<file path="config.mk">
export PLATFORM = sky130hd
export DESIGN_NAME = phys_reg_free_list
export DESIGN_NICKNAME = d
export VERILOG_FILES = /design/src/rtl/phys_reg_free_list.sv
export SDC_FILE = /design/constraint.sdc
export NUM_CORES = 1
export LEC_CHECK = 0
export ABC_CLOCK_PERIOD_IN_PS = 5100
export CAP_MARGIN = 20
export CORE_ASPECT_RATIO = 0.8
export CORE_MARGIN = 4
export CORE_UTILIZATION = 25
export DETAILED_ROUTE_END_ITERATION = 6
export DONT_BUFFER_PORTS = 1
export PLACE_DENSITY = 0.43
export REMOVE_ABC_BUFFERS = 1
export SLEW_MARGIN = 20
export SYNTH_ARGS = -nofsm -noshare
export SYNTH_HDL_FRONTEND = slang
export SYNTH_SLANG_ARGS = --single-unit
</file>
<file path="constraint.sdc">
create_clock -name clk -period 5.1 [get_ports clk]
set_input_delay 1.02 -clock clk [delete_from_list [all_inputs] [get_ports clk]]
set_output_delay 1.02 -clock clk [all_outputs]
set_load 0.005 [all_outputs]
</file>
<file path="src/rtl/phys_reg_free_list.sv">
// Physical-register free list: speculative allocation, commit-time reclaim,
// single-cycle flush rollback to the committed allocation point.
module phys_reg_free_list #(
    parameter int PHYS_REGS = 64,
    parameter int ARCH_REGS = 32,
    parameter int PREG_W = 6,
    localparam int DEPTH = PHYS_REGS - ARCH_REGS,
    localparam int IDX_W = $clog2(DEPTH),
    localparam int PTR_W = IDX_W + 1
) (
    input  logic              clk,
    input  logic              rst_n,
    input  logic              alloc_req,
    output logic              alloc_gnt,
    output logic [PREG_W-1:0] alloc_preg,
    input  logic              commit_valid,
    input  logic              commit_has_dest,
    input  logic [PREG_W-1:0] commit_dest_phys_old,
    input  logic              flush,
    output logic [PTR_W-1:0]  free_count,
    output logic              empty,
    output logic              err
);

    logic [PREG_W-1:0] fl_mem [DEPTH];
    logic [PTR_W-1:0]  spec_head;
    logic [PTR_W-1:0]  commit_head;
    logic [PTR_W-1:0]  tail;

    logic              full;
    logic              free_evt;
    logic              legal_free;
    logic              illegal_free;
    logic [PTR_W-1:0]  commit_head_next;
    logic [PTR_W-1:0]  spec_head_next;

    // Wrap bit makes tail - spec_head span 0..DEPTH without ambiguity.
    assign free_count = tail - spec_head;
    assign empty      = (free_count == '0);
    assign full       = (free_count == PTR_W'(DEPTH));

    assign alloc_gnt  = alloc_req & ~empty & ~flush;
    assign alloc_preg = fl_mem[spec_head[IDX_W-1:0]];

    assign free_evt     = commit_valid & commit_has_dest;
    assign legal_free   = free_evt & (commit_dest_phys_old != '0) & ~full;
    assign illegal_free = free_evt & ((commit_dest_phys_old == '0) | full);

    assign commit_head_next = commit_head + PTR_W'(legal_free);

    always_comb begin
        spec_head_next = spec_head;
        if (flush) begin
            spec_head_next = commit_head_next;
        end else if (alloc_gnt) begin
            spec_head_next = spec_head + PTR_W'(1);
        end
    end

    always_ff @(posedge clk or negedge rst_n) begin
        if (!rst_n) begin
            spec_head   <= '0;
            commit_head <= '0;
            tail        <= PTR_W'(DEPTH);
            err         <= 1'b0;
        end else begin
            spec_head   <= spec_head_next;
            commit_head <= commit_head_next;
            if (legal_free) begin
                tail <= tail + PTR_W'(1);
            end
            if (illegal_free) begin
                err <= 1'b1;
            end
        end
    end

    always_ff @(posedge clk or negedge rst_n) begin
        if (!rst_n) begin
            for (int i = 0; i < DEPTH; i++) begin
                fl_mem[i] <= PREG_W'(ARCH_REGS + i);
            end
        end else if (legal_free) begin
            fl_mem[tail[IDX_W-1:0]] <= commit_dest_phys_old;
        end
    end

endmodule
</file>
Yosys cells after proc, flatten, opt, wreduce, memory -nomap -nowiden
Index checks and enable logic that the tools add are counted.
{"block": "classes", "magnitude_cmp": 3, "n_bitwise": 12, "n_eq_ne": 1, "reduce_logical": 5, "n_mux": 8, "n_addsub": 4}
{"operator": "192-bit bitwise mux", "n": 1}
{"operator": "6-bit binary-select mux with 5-bit select", "n": 1}
{"operator": "6-bit demux with 5-bit select", "n": 1}
{"operator": "6-bit 2-to-1 mux", "n": 5}
{"operator": "6-bit by 1-bit adder with 6-bit output, second input constant", "n": 2}
{"operator": "6-bit greater-or-equal comparator, second input constant", "n": 2}
{"operator": "6-bit logical NOT", "n": 2}
{"operator": "5-bit NOT with 6-bit output", "n": 2}
{"operator": "6-bit by 1-bit adder with 6-bit output", "n": 1}
{"operator": "1-bit AND", "n": 6}
{"operator": "6-bit equality test, second input constant", "n": 1}
{"operator": "6-bit by 1-bit less-than comparator with 1-bit output, second input constant", "n": 1}
{"operator": "6-bit nonzero test", "n": 1}
{"operator": "6-bit subtractor", "n": 1}
{"operator": "1-bit NOT", "n": 3}
{"operator": "2-bit nonzero test", "n": 1}
{"operator": "1-bit logical AND", "n": 1}
{"operator": "1-bit OR", "n": 1}
{"block": "totals", "regBits": 211, "in_bits": 12, "wordCells": 69}

Longest topological paths before layout
{"block": "depth", "word_depth": 7, "depth_mapped": 18}

Worst setup path after synthesis
OpenSTA, ideal clock, no wires.
{"block": "synth_timing", "path_type": "register to output", "startpoint": "reg spec_head[4]", "endpoint": "out alloc_gnt", "slack_ns": 1.509, "arrival_ns": 2.571, "required_ns": 4.080, "path_stages_with_launch": 10, "path_buffers": 2, "path_cell_list": "dfrtp_1 inv_1 buf_1 ha_1 and2_0 o21a_1 a31o_1 o41ai_2 buf_6 nor2_1"}
{"block": "synth_between", "elab_chain_len": 5}
{"item": "from (decl)", "line_no": "26", "rtl": "logic [PTR_W-1:0] spec_head;"}
{"item": "from (signal assigned)", "line_no": "67", "rtl": "spec_head <= spec_head_next;"}
{"item": "6-bit subtractor", "line_no": "38", "rtl": "assign free_count = tail - spec_head;"}
{"item": "6-bit logical NOT", "line_no": "39", "rtl": "assign empty = (free_count == '0);"}
{"item": "1-bit NOT", "line_no": "42", "rtl": "assign alloc_gnt = alloc_req & ~empty & ~flush;"}
{"item": "1-bit AND (2 in a row)", "line_no": "42"}
{"item": "to (decl)", "line_no": "14", "rtl": "output logic alloc_gnt,"}
Every way passes these cells.

Worst setup path after layout
{"block": "layout_timing", "startpoint": "reg spec_head[2]", "endpoint": "out alloc_gnt"}
{"block": "layout_between", "elab_chain_len": 5}
{"item": "6-bit subtractor", "line_no": "38"}
{"item": "via free_count[3]", "line_no": "20", "rtl": "output logic [PTR_W-1:0] free_count,"}
{"item": "6-bit logical NOT", "line_no": "39"}
{"item": "1-bit NOT", "line_no": "42"}
{"item": "1-bit AND (2 in a row)", "line_no": "42"}
The timed path passes the listed nets, and every way through them passes these cells.

==> summary.md <==
| Metric | Value |
|---|---|
| Crit path DAT | 3260 ps |
| Post-synthesis register bit count | 211 |
| Critical Path RT | 4080 ps |
| GRT Total Usage | 11.8% |
| Layout Skew | 18.5 ps |
| Post-DP HPWL | 17.1 mm |
| Worst path slowest cell | dfrtp_1 |
| Setup violators final | 0 |
| Antenna Nets Post-Route | 0 |
| Synth cell types | 48 |
| Startpoint types | flip-flop |
| Syn avg cell area | 15.4 um^2 |
| CTS tree | built |
| Crit Path Category | flip-flop to primary output |
| Pwr Density | 568 mW/mm^2 |
| Io pins | 27 |
| Slew headroom | 43.8% |
| Final Cycle Share | 83.9% |
| Pin count of the biggest net entering global routing | 212 |
| Most used DFF post-synth | dfstp_2 |
| Routed length per placed instance | 21.5 um |
| RSZ-0062 raised after global routing | false |
| Hold_ws | 185 ps |
| Mapped cell area | 0.0105 mm^2 |
| Clk pin slew, worst setup/hold paths | 60 ps |
| Final hold violation count | 0 |
| Register share of total power | 40.7% |
| Total CTS buffers | 24 |
| Logic gate share of total power | 32.3% |
| Via density | 4.79 |
| Fillers | 4001 |
| CP max stage delay | 890 ps |
| Clock Tree Buf Depth | 3 |
| Row count | 66 |
| Min-delay worst type | input pin to async pin |
| Worst setup EP type | primary output |
| Post-CTS sizing | 0 |
| Worst-skew pair later-pin latency | 530 ps |
| Routed Wire Length | 26.4 mm |
| Post-synthesis cell count | 681 |
| DIE WIDTH | 237 um |
| Slew Viols, Final | 0 |
| Die height | 191 um |
| Ys async rst share | 100% |
| Max H-tree Level | 1 |
| Core box area | 0.0410 mm^2 |
| Layout cells sized above 1 | 61.7% |
| Area delta synth->final | 12.9% |
| Net load switching power | 2150 uW |
| Proportion of synthesized chip area in sequential cells | 51.7% |
| Crit-path cells | inv_1 -> ha_1 -> nor2_1 -> a21oi_1 -> xnor2_1 -> inv_1 -> o41ai_2 -> buf_4 -> nor2_1 |
| Min Tclk post-route | 4280 ps |
| Max-cap viol count | 0 |
| Initial antenna violation count | 0 |
| Fmax | 234 MHz |
| Placed cells | 1184 |
| Worst-margin pin slew | 842 ps |
| EDFF count, synth | 0 |
| Fin cells | 1228 |
| Post-route setup TNS | 0 ps |
| Hold-fix buffers, CTS | 0 |
| GP Congestion | 0.753 |
| LEAKAGE | 0.00485 uW |
| Vias in the first global route | 6438 |
| Clk root buf | clkbuf_16 |
| 1st-iter DRT viols | 300 |
| PortBufs | 0 |
| Most common cell after layout, fill and taps aside | mux2_2 |
| YS warnings | 0 |
| GRT Residual Overflow | 0 |
| Setup bufs post-CTS | 0 |
| Status | completed |
| DR DRC count | 0 |
| Total power | 6730 uW |
| Clock power share | 27.1% |
| Worst Reg-to-Reg Cells | 9 |
| Crit path max fanout | 17 |
| Inserted Diodes | 0 |
| Most frequent cells in the layout | mux2_2, dfstp_2, dfrtp_1, mux4_2, clkbuf_16 |
| Internal Power | 4580 uW |
| Via Count | 5882 |
| Num Clock Sinks | 211 |
| Sw Ratio | 32.0% |
| Area of the die | 0.0453 mm^2 |
| Final #Nets | 691 |
| Peak VDD IR | 221 uV |
| Starting Density | 25.6% |
| DR pass1 iterations | 4 |
| First-pass GRT wire length | 41.3 mm |
[layer usage]
layer	wire length (um)	GRT usage (%)	vias up	part of all wire, %
li1	-	-	2545	-
met1	13000	17.4	3198	49
met2	11700	18.0	111	45
met3	1140	2.32	28	4.3
met4	430	2.60	0	1.6
met5	0	0	-	0
[area by class of cell]
class / count / area [um^2] / area share (%)
multi-input combinational: 408 / 4790 / 40.5
clock buffer: 38 / 726 / 6.13
tap: 544 / 681 / 5.75
inverter: 12 / 45.0 / 0.380
timing repair buffer: 9 / 67.6 / 0.570
sequential: 211 / 5430 / 45.8
clock inverter: 6 / 108 / 0.908
[power groups by stage]
stage          Sequential [uW]  Combinational, uW  Clock [uW]
2_1_floorplan             2720               1540           0
3_3_place_gp              2720               2150           0
3_5_place_dp              2760               2190           0
4_1_cts                   2730               2200        1890
5_1_grt                   2800               2370        1950
6_report                  2740               2170        1820
[cells in the mapped netlist (5+ instances only)]
cell	n	share of area, %
and3_1	5	0.30
buf_1	5	0.18
buf_2	12	0.57
clkbuf_1	28	1.0
dfrtp_1	98	23
dfstp_2	113	28
ha_1	12	1.4
inv_1	11	0.39
mux2_1	14	1.5
mux2_2	180	19
mux4_2	60	13
nand2_1	26	0.93
nand3_1	5	0.24
nand4_1	21	1.3
nand4_4	14	2.8
nor2_1	15	0.54
xnor2_1	10	0.83
[critical path, delay by kind of cell, from the launching register on]
family,cells,cell delay [ps]
flip-flops,1,890
buffers and inverters,3,490
AO/OA/AOI/OAI,2,440
adder cells (fa/ha/maj),1,380
XOR/XNOR,1,310
AND/OR/NAND/NOR,2,220
[metrics by stage]
stage | setup slack [ps] | cell area, um^2 | util, %
after floorplan | -569 | 10200 | -
after global placement | 1430 | 11000 | 26.8
after detailed placement | 1400 | 11000 | 26.8
after CTS | 820 | 11800 | 28.9
after global routing | 509 | 11800 | 28.9
final | 822 | 11800 | 28.9
[state kept, by name, indices dropped and copies added, names as in the netlist]
register     count
commit_head      6
fl_mem         192
tail             6
err              1
spec_head        6
[kinds of logic after synthesis]
family / share of synthesized area, %
compound gates: 1.47
xor+xnor: 1.17
fa+ha+maj: 1.62
buf+inv: 2.77
flops: 51.7
mux: 33.9
simple gates: 7.40
[worst paths after layout]
kind | start | endpoint | slack (ps)
min in group clk | commit_head[5]$_DFF_PN0_ | commit_head[5]$_DFF_PN0_ | 480
max in group asynchronous | rst_n | fl_mem[49]$_DFFE_PN1P_ | 4500
min | rst_n | fl_mem[150]$_DFFE_PN0P_ | 190
max | spec_head[2]$_DFFE_PN0P_ | alloc_gnt | 820
max reg2reg | spec_head[2]$_DFFE_PN0P_ | fl_mem[18]$_DFFE_PN0P_ | 1370
min reg2reg | commit_head[5]$_DFF_PN0_ | commit_head[5]$_DFF_PN0_ | 480
Note: power is estimated with default switching activity, not from simulation.
